File: src/rtl/video_cfg_pkg.sv
// video_cfg_pkg: shared field map, FSM encoding, mode-12 defaults and CTRL bit positions for video_cfg_bank
package video_cfg_pkg;
  localparam logic [3:0] F_RES_X    = 4'h0;
  localparam logic [3:0] F_HS_FP    = 4'h1;
  localparam logic [3:0] F_HS_WIDTH = 4'h2;
  localparam logic [3:0] F_HS_BP    = 4'h3;
  localparam logic [3:0] F_RES_Y    = 4'h4;
  localparam logic [3:0] F_VS_FP    = 4'h5;
  localparam logic [3:0] F_VS_WIDTH = 4'h6;
  localparam logic [3:0] F_VS_BP    = 4'h7;
  localparam logic [3:0] F_WPL      = 4'h9;
  localparam logic [3:0] F_MISC     = 4'hA;
  localparam logic [3:0] F_CTRL     = 4'hC;
  localparam logic [3:0] F_COUNT    = 4'hD;
  typedef enum logic [2:0] {S_IDLE, S_WAIT_FLY, S_APPLY, S_REQ, S_ACKLO} state_t;
  localparam int DEF_RES_X    = 640;
  localparam int DEF_HS_FP    = 40;
  localparam int DEF_HS_WIDTH = 20;
  localparam int DEF_HS_BP    = 68;
  localparam int DEF_RES_Y    = 256;
  localparam int DEF_VS_FP    = 40;
  localparam int DEF_VS_WIDTH = 5;
  localparam int DEF_VS_BP    = 67;
  localparam int DEF_WPL_M1   = 79;
  localparam int DEF_BPP      = 2;
  localparam int DEF_CUR_X    = 217;
  localparam int C_COMMIT     = 0;
  localparam int C_TGT_LSB    = 4;
  localparam int C_AT_FLY     = 8;
  localparam int C_TREGS_ACK  = 9;
  localparam int C_ERR_CLR    = 10;
  localparam int C_ABORT      = 11;
endpackage

File: src/rtl/video_cfg_bank_sync_ff2.sv
// sync_ff2: two-flop synchroniser; ports clk, reset_n (async active-low), d (async in), q (synchronised out)
module sync_ff2 (
  input  logic clk,
  input  logic reset_n,
  input  logic d,
  output logic q
);
  logic m;
  always_ff @(posedge clk or negedge reset_n)
    if (!reset_n) {q, m} <= 2'b00;
    else {q, m} <= {m, d};
endmodule

File: src/rtl/video_cfg_bank.sv
// video_cfg_bank: NUM_SETS shadow timing profiles plus one active profile with an atomic commit FSM
//   register bus: reg_addr/reg_wdata/reg_wstrobe in, reg_rdata out (combinational)
//   async inputs: sync_flybk, cfg_sync_ack (synchronised here); vidc_tregs_status in, vidc_tregs_ack out
//   handshake: cfg_sync_req out; active profile: act_* out, active_set, is_hires
module video_cfg_bank
  import video_cfg_pkg::*;
#(
  parameter int NUM_SETS = 4,
  parameter int TW       = 11,
  parameter int SW       = $clog2(NUM_SETS)
) (
  input  logic          clk,
  input  logic          reset_n,
  input  logic [5+SW:0] reg_addr,
  input  logic [31:0]   reg_wdata,
  input  logic          reg_wstrobe,
  output logic [31:0]   reg_rdata,
  input  logic          sync_flybk,
  input  logic          cfg_sync_ack,
  input  logic          vidc_tregs_status,
  output logic          vidc_tregs_ack,
  output logic          cfg_sync_req,
  output logic [TW-1:0] act_res_x,
  output logic [TW-1:0] act_hs_fp,
  output logic [TW-1:0] act_hs_width,
  output logic [TW-1:0] act_hs_bp,
  output logic [TW-1:0] act_res_y,
  output logic [TW-1:0] act_vs_fp,
  output logic [TW-1:0] act_vs_width,
  output logic [TW-1:0] act_vs_bp,
  output logic [TW-1:0] act_cursor_x_offset,
  output logic [7:0]    act_wpl_m1,
  output logic [2:0]    act_bpp,
  output logic          act_hires,
  output logic          act_double_x,
  output logic          act_double_y,
  output logic          act_crtlook,
  output logic [SW-1:0] active_set,
  output logic          is_hires
);
  typedef struct packed {
    logic [TW-1:0] res_x, hs_fp, hs_width, hs_bp, res_y, vs_fp, vs_width, vs_bp, cur_x;
    logic [7:0]    wpl_m1;
    logic [2:0]    bpp;
    logic          hires, dbl_x, dbl_y, crtlook;
  } cfg_t;
  function automatic cfg_t cfg_default();
    cfg_t c = '0;
    c.res_x    = TW'(DEF_RES_X);
    c.hs_fp    = TW'(DEF_HS_FP);
    c.hs_width = TW'(DEF_HS_WIDTH);
    c.hs_bp    = TW'(DEF_HS_BP);
    c.res_y    = TW'(DEF_RES_Y);
    c.vs_fp    = TW'(DEF_VS_FP);
    c.vs_width = TW'(DEF_VS_WIDTH);
    c.vs_bp    = TW'(DEF_VS_BP);
    c.cur_x    = TW'(DEF_CUR_X);
    c.wpl_m1   = 8'(DEF_WPL_M1);
    c.bpp      = 3'(DEF_BPP);
    c.dbl_y    = 1'b1;
    return c;
  endfunction
  function automatic cfg_t cfg_write(cfg_t c, logic [3:0] f, logic [31:0] d);
    cfg_t r = c;
    case (f)
      F_RES_X:    begin r.res_x = d[TW-1:0]; r.dbl_x = d[31]; end
      F_HS_FP:    r.hs_fp = d[TW-1:0];
      F_HS_WIDTH: r.hs_width = d[TW-1:0];
      F_HS_BP:    r.hs_bp = d[TW-1:0];
      F_RES_Y:    begin r.res_y = d[TW-1:0]; r.crtlook = d[30]; r.dbl_y = d[31]; end
      F_VS_FP:    r.vs_fp = d[TW-1:0];
      F_VS_WIDTH: r.vs_width = d[TW-1:0];
      F_VS_BP:    r.vs_bp = d[TW-1:0];
      F_WPL:      r.wpl_m1 = d[7:0];
      F_MISC:     begin r.cur_x = d[TW-1:0]; r.bpp = d[30:28]; r.hires = d[31]; end
      default:    ;
    endcase
    return r;
  endfunction
  function automatic logic [31:0] cfg_read(cfg_t c, logic [3:0] f);
    logic [31:0] r = '0;
    case (f)
      F_RES_X:    begin r[TW-1:0] = c.res_x; r[31] = c.dbl_x; end
      F_HS_FP:    r[TW-1:0] = c.hs_fp;
      F_HS_WIDTH: r[TW-1:0] = c.hs_width;
      F_HS_BP:    r[TW-1:0] = c.hs_bp;
      F_RES_Y:    begin r[TW-1:0] = c.res_y; r[30] = c.crtlook; r[31] = c.dbl_y; end
      F_VS_FP:    r[TW-1:0] = c.vs_fp;
      F_VS_WIDTH: r[TW-1:0] = c.vs_width;
      F_VS_BP:    r[TW-1:0] = c.vs_bp;
      F_WPL:      r[7:0] = c.wpl_m1;
      F_MISC:     begin r[TW-1:0] = c.cur_x; r[30:28] = c.bpp; r[31] = c.hires; end
      default:    ;
    endcase
    return r;
  endfunction
  cfg_t          shadow [NUM_SETS];
  cfg_t          active;
  state_t        st, nxt;
  logic [SW-1:0] tgt;
  logic [15:0]   count;
  logic          err, flybk_s, flybk_d, ack_s;
  logic [3:0]    field;
  logic [SW-1:0] set_idx;
  logic          set_ok, tgt_ok, ctrl_wr, commit, abort, fly_edge, busy, shadow_wr;
  logic [31:0]   status;
  logic          unused;
  sync_ff2 u_fly (.clk(clk), .reset_n(reset_n), .d(sync_flybk), .q(flybk_s));
  sync_ff2 u_ack (.clk(clk), .reset_n(reset_n), .d(cfg_sync_ack), .q(ack_s));
  assign field     = reg_addr[5:2];
  assign set_idx   = reg_addr[5+SW:6];
  assign set_ok    = int'(set_idx) < NUM_SETS;
  assign tgt_ok    = int'(reg_wdata[C_TGT_LSB +: 4]) < NUM_SETS;
  assign ctrl_wr   = reg_wstrobe && field == F_CTRL;
  assign commit    = ctrl_wr && reg_wdata[C_COMMIT];
  assign abort     = ctrl_wr && reg_wdata[C_ABORT];
  assign shadow_wr = reg_wstrobe && field < F_CTRL && set_ok;
  assign fly_edge  = flybk_s && !flybk_d;
  assign busy      = st != S_IDLE;
  assign unused    = ^{reg_addr[1:0], reg_wdata[27:12]};
  always_comb begin
    nxt = st;
    case (st)
      S_IDLE:     if (commit && tgt_ok) nxt = reg_wdata[C_AT_FLY] ? S_WAIT_FLY : S_APPLY;
      S_WAIT_FLY: nxt = abort ? S_IDLE : fly_edge ? S_APPLY : S_WAIT_FLY;
      S_APPLY:    nxt = S_REQ;
      S_REQ:      nxt = ack_s ? S_ACKLO : S_REQ;
      S_ACKLO:    nxt = ack_s ? S_ACKLO : S_IDLE;
      default:    nxt = S_IDLE;
    endcase
  end
  always_ff @(posedge clk or negedge reset_n)
    if (!reset_n) begin
      st             <= S_IDLE;
      tgt            <= '0;
      count          <= '0;
      err            <= 1'b0;
      flybk_d        <= 1'b0;
      vidc_tregs_ack <= 1'b0;
      active         <= cfg_default();
      active_set     <= '0;
      for (int i = 0; i < NUM_SETS; i++) shadow[i] <= cfg_default();
    end else begin
      st      <= nxt;
      flybk_d <= flybk_s;
      if (ctrl_wr) vidc_tregs_ack <= reg_wdata[C_TREGS_ACK];
      if (ctrl_wr && reg_wdata[C_ERR_CLR]) err <= 1'b0;
      if (commit && (busy || !tgt_ok)) err <= 1'b1;
      if (commit && !busy && tgt_ok) tgt <= reg_wdata[C_TGT_LSB +: SW];
      // nonblocking read of shadow here means a same-cycle shadow write lands after the copy
      if (st == S_APPLY) begin
        active     <= shadow[tgt];
        active_set <= tgt;
        count      <= count + 16'd1;
      end
      if (shadow_wr) shadow[set_idx] <= cfg_write(shadow[set_idx], field, reg_wdata);
    end
  assign status = {16'h0, err, st, 2'b00, 4'(active_set), flybk_s, vidc_tregs_status,
                   vidc_tregs_ack, ack_s, busy, 1'b0};
  assign reg_rdata = field == F_CTRL ? status :
                     field == F_COUNT ? {16'h0, count} :
                     (field < F_CTRL && set_ok) ? cfg_read(shadow[set_idx], field) : 32'h0;
  assign cfg_sync_req        = st == S_REQ;
  assign act_res_x           = active.res_x;
  assign act_hs_fp           = active.hs_fp;
  assign act_hs_width        = active.hs_width;
  assign act_hs_bp           = active.hs_bp;
  assign act_res_y           = active.res_y;
  assign act_vs_fp           = active.vs_fp;
  assign act_vs_width        = active.vs_width;
  assign act_vs_bp           = active.vs_bp;
  assign act_cursor_x_offset = active.cur_x;
  assign act_wpl_m1          = active.wpl_m1;
  assign act_bpp             = active.bpp;
  assign act_hires           = active.hires;
  assign act_double_x        = active.dbl_x;
  assign act_double_y        = active.dbl_y;
  assign act_crtlook         = active.crtlook;
  assign is_hires            = active.hires;
endmodule

File: config.mk
export PLATFORM = sky130hd
export DESIGN_NAME = video_cfg_bank
export DESIGN_NICKNAME = d
export VERILOG_FILES = /design/src/rtl/video_cfg_pkg.sv /design/src/rtl/video_cfg_bank_sync_ff2.sv /design/src/rtl/video_cfg_bank.sv
export SDC_FILE = /design/constraint.sdc
export NUM_CORES = 1
export LEC_CHECK = 0
export CAP_MARGIN = 40
export CORE_ASPECT_RATIO = 0.6
export CORE_MARGIN = 3
export CORE_UTILIZATION = 54
export CTS_CLUSTER_DIAMETER = 30
export DETAILED_ROUTE_END_ITERATION = 8
export PLACE_DENSITY_LB_ADDON = 0.2
export SYNTH_ARGS = -nofsm -noshare
export SYNTH_HDL_FRONTEND = slang
export SYNTH_SLANG_ARGS = --single-unit
File: constraint.sdc
create_clock -name clk -period 2.13 [get_ports clk]
set_input_delay 0.213 -clock clk [delete_from_list [all_inputs] [get_ports clk]]
set_output_delay 0.213 -clock clk [all_outputs]
set_load 0.01 [all_outputs]
# After elaboration in Yosys (flattened, before gate mapping)
# Cells that the tools add are included.
[op_classes] eq_ne=16 bitwise=2 order_cmp=5 add_sub_neg=1 muxes=52 n_reduce_logical=19
[op_table] op="114-bit 2-to-1 mux" count=5
[op_table] op="114-bit binary-select mux with 2-bit select" count=2
[op_table] op="456-bit bitwise mux" count=1
[op_table] op="114-bit demux with 2-bit select" count=1
[op_table] op="11-bit 2-to-1 mux" count=18
[op_table] op="32-bit 2-to-1 mux" count=3
[op_table] op="8-bit one-hot mux with 10 select lines" count=1
[op_table] op="3-bit one-hot mux with 9 select lines" count=1
[op_table] op="16-bit by 1-bit adder with 16-bit output (second input constant)" count=1
[op_table] op="4-bit by 3-bit == test with 1-bit output (second input constant)" count=4
[op_table] op="4-bit == test (second input constant)" count=4
[op_table] op="8-bit 2-to-1 mux" count=2
[op_table] op="3-bit one-hot mux with 5 select lines" count=1
[op_table] op="2-bit 2-to-1 mux" count=6
[op_table] op="1-bit logical AND" count=11
[op_table] op="3-bit 2-to-1 mux" count=3
[op_table] op="4-bit by 2-bit == test with 1-bit output (second input constant)" count=2
[op_table] op="4-bit 2-to-1 mux" count=2
[op_table] op="3-bit by 2-bit == test with 1-bit output (second input constant)" count=2
[op_table] op="3-bit greater-or-equal comparator (second input constant)" count=2
[op_table] op="2-bit NOT with 3-bit output" count=2
[op_table] op="4-bit by 1-bit == test with 1-bit output (second input constant)" count=1
[op_table] op="4-bit zero test" count=1
[op_table] op="4-bit by 3-bit < comparator with 1-bit output (second input constant)" count=1
[op_table] op="13 further kinds" count=18
[word_totals] ff_bits=600 word_cells=181

# Longest topological paths before layout
[logic_depth] depth_word=8 depth_mapped=8

# By module
# A second synthesis with hierarchy kept.
[unflattened] cells_unflattened=2388 area_unflattened_um2=29295.6
[by_module_without_submodules] mod="video_cfg_bank" seq_area_each_um2=15089.5 area_each_um2=29195.5 cells_per_inst=2384 n_inst=1
[by_module_without_submodules] mod="sync_ff2" seq_area_each_um2=50.0 area_each_um2=50.0 cells_per_inst=2 n_inst=2

# Least setup slack after synthesis
# OpenSTA, ideal clock, no wires.
[synth_path] kind="register to register" startpoint="register tgt[0]" endpoint="register active (netlist bit act_hs_bp[3])" setup_slack_ns=0.234 t_arrival_ns=1.772 setup_time_ns=0.125 stages_incl_launch_ff=6 path_buffers=3 cell_sequence="dfrtp_1 buf_2 buf_2 buf_2 mux4_2 mux2_2"
[synth_via] elab_chain_len=4
[synth_lines] element="start, declared" line="video_cfg_bank.sv:100" rtl="logic [SW-1:0] tgt;"
[synth_lines] element="start signal, assigned" line="video_cfg_bank.sv:149" rtl="if (commit && !busy && tgt_ok) tgt <= reg_wdata[C_TGT_LSB +: SW];"
[synth_lines] element="2-bit NOT with 3-bit output (not written as such)" line="video_cfg_bank.sv:152" rtl="active <= shadow[tgt];"
[synth_lines] element="114-bit binary-select mux with 2-bit select" line="video_cfg_bank.sv:152"
[synth_lines] element="114-bit 2-to-1 mux (not written as such) (2 in a row)" line="video_cfg_bank.sv:152"
[synth_lines] element="end signal, assigned" line="video_cfg_bank.sv:140" rtl="active <= cfg_default();"
[synth_lines] element="end signal, assigned" line="video_cfg_bank.sv:152"
[synth_lines] element="end, declared" line="video_cfg_bank.sv:98" rtl="cfg_t active;"
# No other way between the ends. The select of a mux whose other input is x is not followed.
# A chain may end at the register's enable or synchronous reset.

# Final worst setup path
[layout_path] startpoint="register shadow[148] in the netlist's numbering" endpoint="output reg_rdata[8]"
[layout_via] elab_chain_len=7
[layout_lines] element="start, declared" line="video_cfg_bank.sv:97" rtl="cfg_t shadow [NUM_SETS];"
[layout_lines] element="start signal, assigned by index" line="video_cfg_bank.sv:156" rtl="if (shadow_wr) shadow[set_idx] <= cfg_write(shadow[set_idx], field, reg_wdata);"
[layout_lines] element="114-bit binary-select mux with 2-bit select" line="video_cfg_bank.sv:162" rtl="(field < F_CTRL && set_ok) ? cfg_read(shadow[set_idx], field) : 32'h0;"
[layout_lines] element="114-bit 2-to-1 mux (not written as such) (2 in a row)" line="video_cfg_bank.sv:162"
[layout_lines] element="3-bit one-hot mux with 9 select lines" line="video_cfg_bank.sv:82" rtl="case (f)"
[layout_lines] element="32-bit 2-to-1 mux" line="video_cfg_bank.sv:162"
[layout_lines] element="32-bit 2-to-1 mux" line="video_cfg_bank.sv:161" rtl="field == F_COUNT ? {16'h0, count} :"
[layout_lines] element="32-bit 2-to-1 mux" line="video_cfg_bank.sv:160" rtl="assign reg_rdata = field == F_CTRL ? status :"
[layout_lines] element="end, declared" line="video_cfg_bank.sv:17" rtl="output logic [31:0] reg_rdata,"
# No other way between the ends. The select of a mux whose other input is x is not followed.

==> flow_summary.json <==
{
  "reg2reg_depth": 5,
  "startpoint_type": "flip-flop",
  "finClkSkew_ps": 22.50,
  "die_w_um": 306.7,
  "regToRegSetupSlack_ps": 140,
  "wire_per_inst_um": 24.85,
  "mostFrequentLayoutCells": "buf_4, dfrtp_1, nand2_1",
  "switching_share_pct": 32.35,
  "grt_max_degree": 76,
  "hpwl_um": 64730,
  "drt-total-wl_um": 94450,
  "finalCritPeriodShare_pct": 124.4,
  "worstPathMaxFanout": 2,
  "grt_setup_unrepaired": "true",
  "routed_via_density": 6.213,
  "hold_start": "cfg_sync_ack",
  "irDropWorstVdd_v": 0.0008678,
  "grt_first_pass_wirelength_um": 148400,
  "syn_inst": 2390,
  "rows": 65,
  "yosysSeqAreaShare_pct": 51.86,
  "track_usage_pct": 33.66,
  "ys.flop_type": "dfrtp_1",
  "clock_latency_ps": 640,
  "cts.htree.levels": 3,
  "ios": 197,
  "ys_ff_latch": 600,
  "min_path_type": "input pin to flip-flop",
  "startpoint": "shadow[148]",
  "worstSetupEndpointType": "output port",
  "drv_slew": 0,
  "crit_arrival_ps": 2440,
  "setup_ws_ps": -518.8,
  "nets": 3063,
  "synth-async-reset-ratio_pct": 100.0,
  "cts_buffer_depth": 3,
  "cts.sinks": 600,
  "violations": "setup timing",
  "final_common_cell": "buf_4",
  "final_cell_count_no_fill": 3801,
  "cts_tree": "built",
  "die_y_um": 186.4,
  "gp_congestion": 0.9202,
  "n_fill_cell": 3410,
  "yosysTopAreaCell": "dfrtp_1",
  "drive_above_1_share_pct": 42.09,
  "overflow": 0,
  "r2r_end": "tgt[1]",
  "yosysWarnings": 0,
  "maxCapViolations": 0,
  "cp.required_ps": 1920,
  "ant_nets": 0,
  "cts-root-buf": "clkbuf_16",
  "power_per_cell_area_nw_per_um2": 1360,
  "status": "complete, but fails checks",
  "ys_types": 52,
  "setup_viol": 12,
  "leakagePower_nw": 16.82,
  "syn_area_um2": 29290,
  "whs_ps": 46.36,
  "pwr-share-comb_pct": 34.8,
  "syn_to_final_growth_pct": 34.91,
  "period_needed_ps": 2649,
  "drtIter0Drc": 2460,
  "synthTopCellsByArea": "dfrtp_1, mux4_2, dfstp_2",
  "whs_path_depth": 1,
  "cts_buffers": 95,
  "p_int_w": 0.03637,
  "coreArea_um2": 53110,
  "drc": 0,
  "p_switching_w": 0.01739,
  "port_buffers": 166,
  "crit_type": "flip-flop to output port",
  "synth_top_area_share_pct": 39.30,
  "hold_viol": 0,
  "dr.pass1.iters": 6,
  "seq_power_share_pct": 34.9,
  "cts.reportedPaths.clkPinSlew_ps": 60,
  "avgSynthCellArea_um2": 12.26,
  "first_global_vias": 24480,
  "dp.cells": 3588,
  "diodes": 0,
  "antenna_found_initial": 4,
  "fmax_ghz": 0.3775,
  "relSlewSlack_pct": 64.19,
  "r2r_start": "st[0]",
  "hold_end": "u_ack.m",
  "clock_power_share_pct": 30.3,
  "vias": 23620,
  "dieArea_um2": 57170,
  "start_util_pct": 55.16,
  "synth-edff-count": 0,
  "tightest_slew_ps": 522.2
}
==> registers in the layout, indices dropped and copies added, names as in the netlist, 11 cells and up <==
name                 cells
act_cursor_x_offset     11
act_hs_bp               11
act_hs_fp               11
act_hs_width            11
act_res_x               11
act_res_y               11
act_vs_bp               11
act_vs_fp               11
act_vs_width            11
count                   16
shadow                 456
==> cell usage after synthesis (3+ instances only) <==
library cell,number
nor3_1,3
buf_6,12
mux2_2,120
a21oi_1,121
a221oi_1,9
and4bb_2,3
o21ai_1,57
mux2i_1,114
nand3_1,4
clkbuf_1,109
o22a_1,5
nand2_1,367
dfrtp_1,460
dfstp_2,140
nand4b_1,3
a22oi_1,43
and2_1,3
and4_1,4
inv_1,3
buf_2,82
and3_1,6
xnor2_1,10
mux4_2,228
xor2_1,5
buf_4,18
nand4_1,13
a22o_1,8
o21ai_0,289
nor2_1,120
==> cell families after synthesis <==
family	count (synthesis)	synth area share, %
flops	600	51.86
simple gates	546	7.902
compound gates	539	9.914
mux	462	26.04
buf+inv	226	3.785
xor+xnor	15	0.4485
fa+ha+maj	1	0.04271
other cells	1	0.01280
==> power groups by stage <==
stage | logic [W] | registers, W | clock network [W]
2_1_floorplan | 0.00817 | 0.0187 | 0
3_3_place_gp | 0.0176 | 0.0185 | 0
3_5_place_dp | 0.0181 | 0.0188 | 0
4_1_cts | 0.0186 | 0.0187 | 0.0165
5_1_grt | 0.0200 | 0.0192 | 0.0170
6_report | 0.0187 | 0.0188 | 0.0163
==> metal layers <==
layer  part of all wire (%)  up-vias  global-route usage [%]
li1                       -    10030                       -
met3                    9.6      203                   7.850
met2                     45     1195                   50.21
met5                  0.029        -                       0
met1                     42    12190                   49.59
met4                    3.1        4                   10.47
==> layout make-up <==
class,count,area (um^2),area share (%)
clock inverter,79,988.4,2.501
tap,703,879.6,2.226
multi-input combinational,1575,13260,33.55
sequential,600,15200,38.46
clock buffer,100,2427,6.142
timing repair buffer,741,6758,17.10
inverter,3,11.26,0.02850
==> worst max path at each step <==
stage,end,slack (ps),depth (start not counted)
after CTS,reg_rdata[8],-560,5
after global routing,reg_rdata[8],-610,5
after global placement,reg_rdata[7],-730,9
final,reg_rdata[8],-520,5
after detailed placement,reg_rdata[7],-750,9
after floorplan,act_hs_bp[3],230,5
==> worst max-delay path, stage by stage, from the launching register on <==
cell and delay, ps:
dfrtp_1 390, mux4_2 540, a22o_1 290, a221oi_2 180, nand4_1 210, buf_2 210
==> stage by stage <==
step                      util [%]  cell area [um^2]  setup TNS, ps  power (W)  setup slack [ps]
after floorplan                  -             29330              0    0.02692             233.6
after global placement       67.29             35740         -35680    0.03607            -725.2
after detailed placement     67.29             35740         -43600    0.03691            -745.5
after CTS                    74.37             39490          -5259    0.05371            -561.1
after global routing         74.41             39520          -5687    0.05625            -609.5
final                        74.41             39520          -4971    0.05376            -518.8
==> repair_timing <==
item | 4_1_cts | 5_1_grt
cloned | 0 | 0
setup buffers | 31 | 3
resized for setup | 99 | 16
setup endpoints to repair | 21 | 20
hold endpoints to repair | 179 | 0
hold buffers | 2 | 0
pin swaps | 41 | 13
Note: power is estimated with default switching activity, not from simulation.
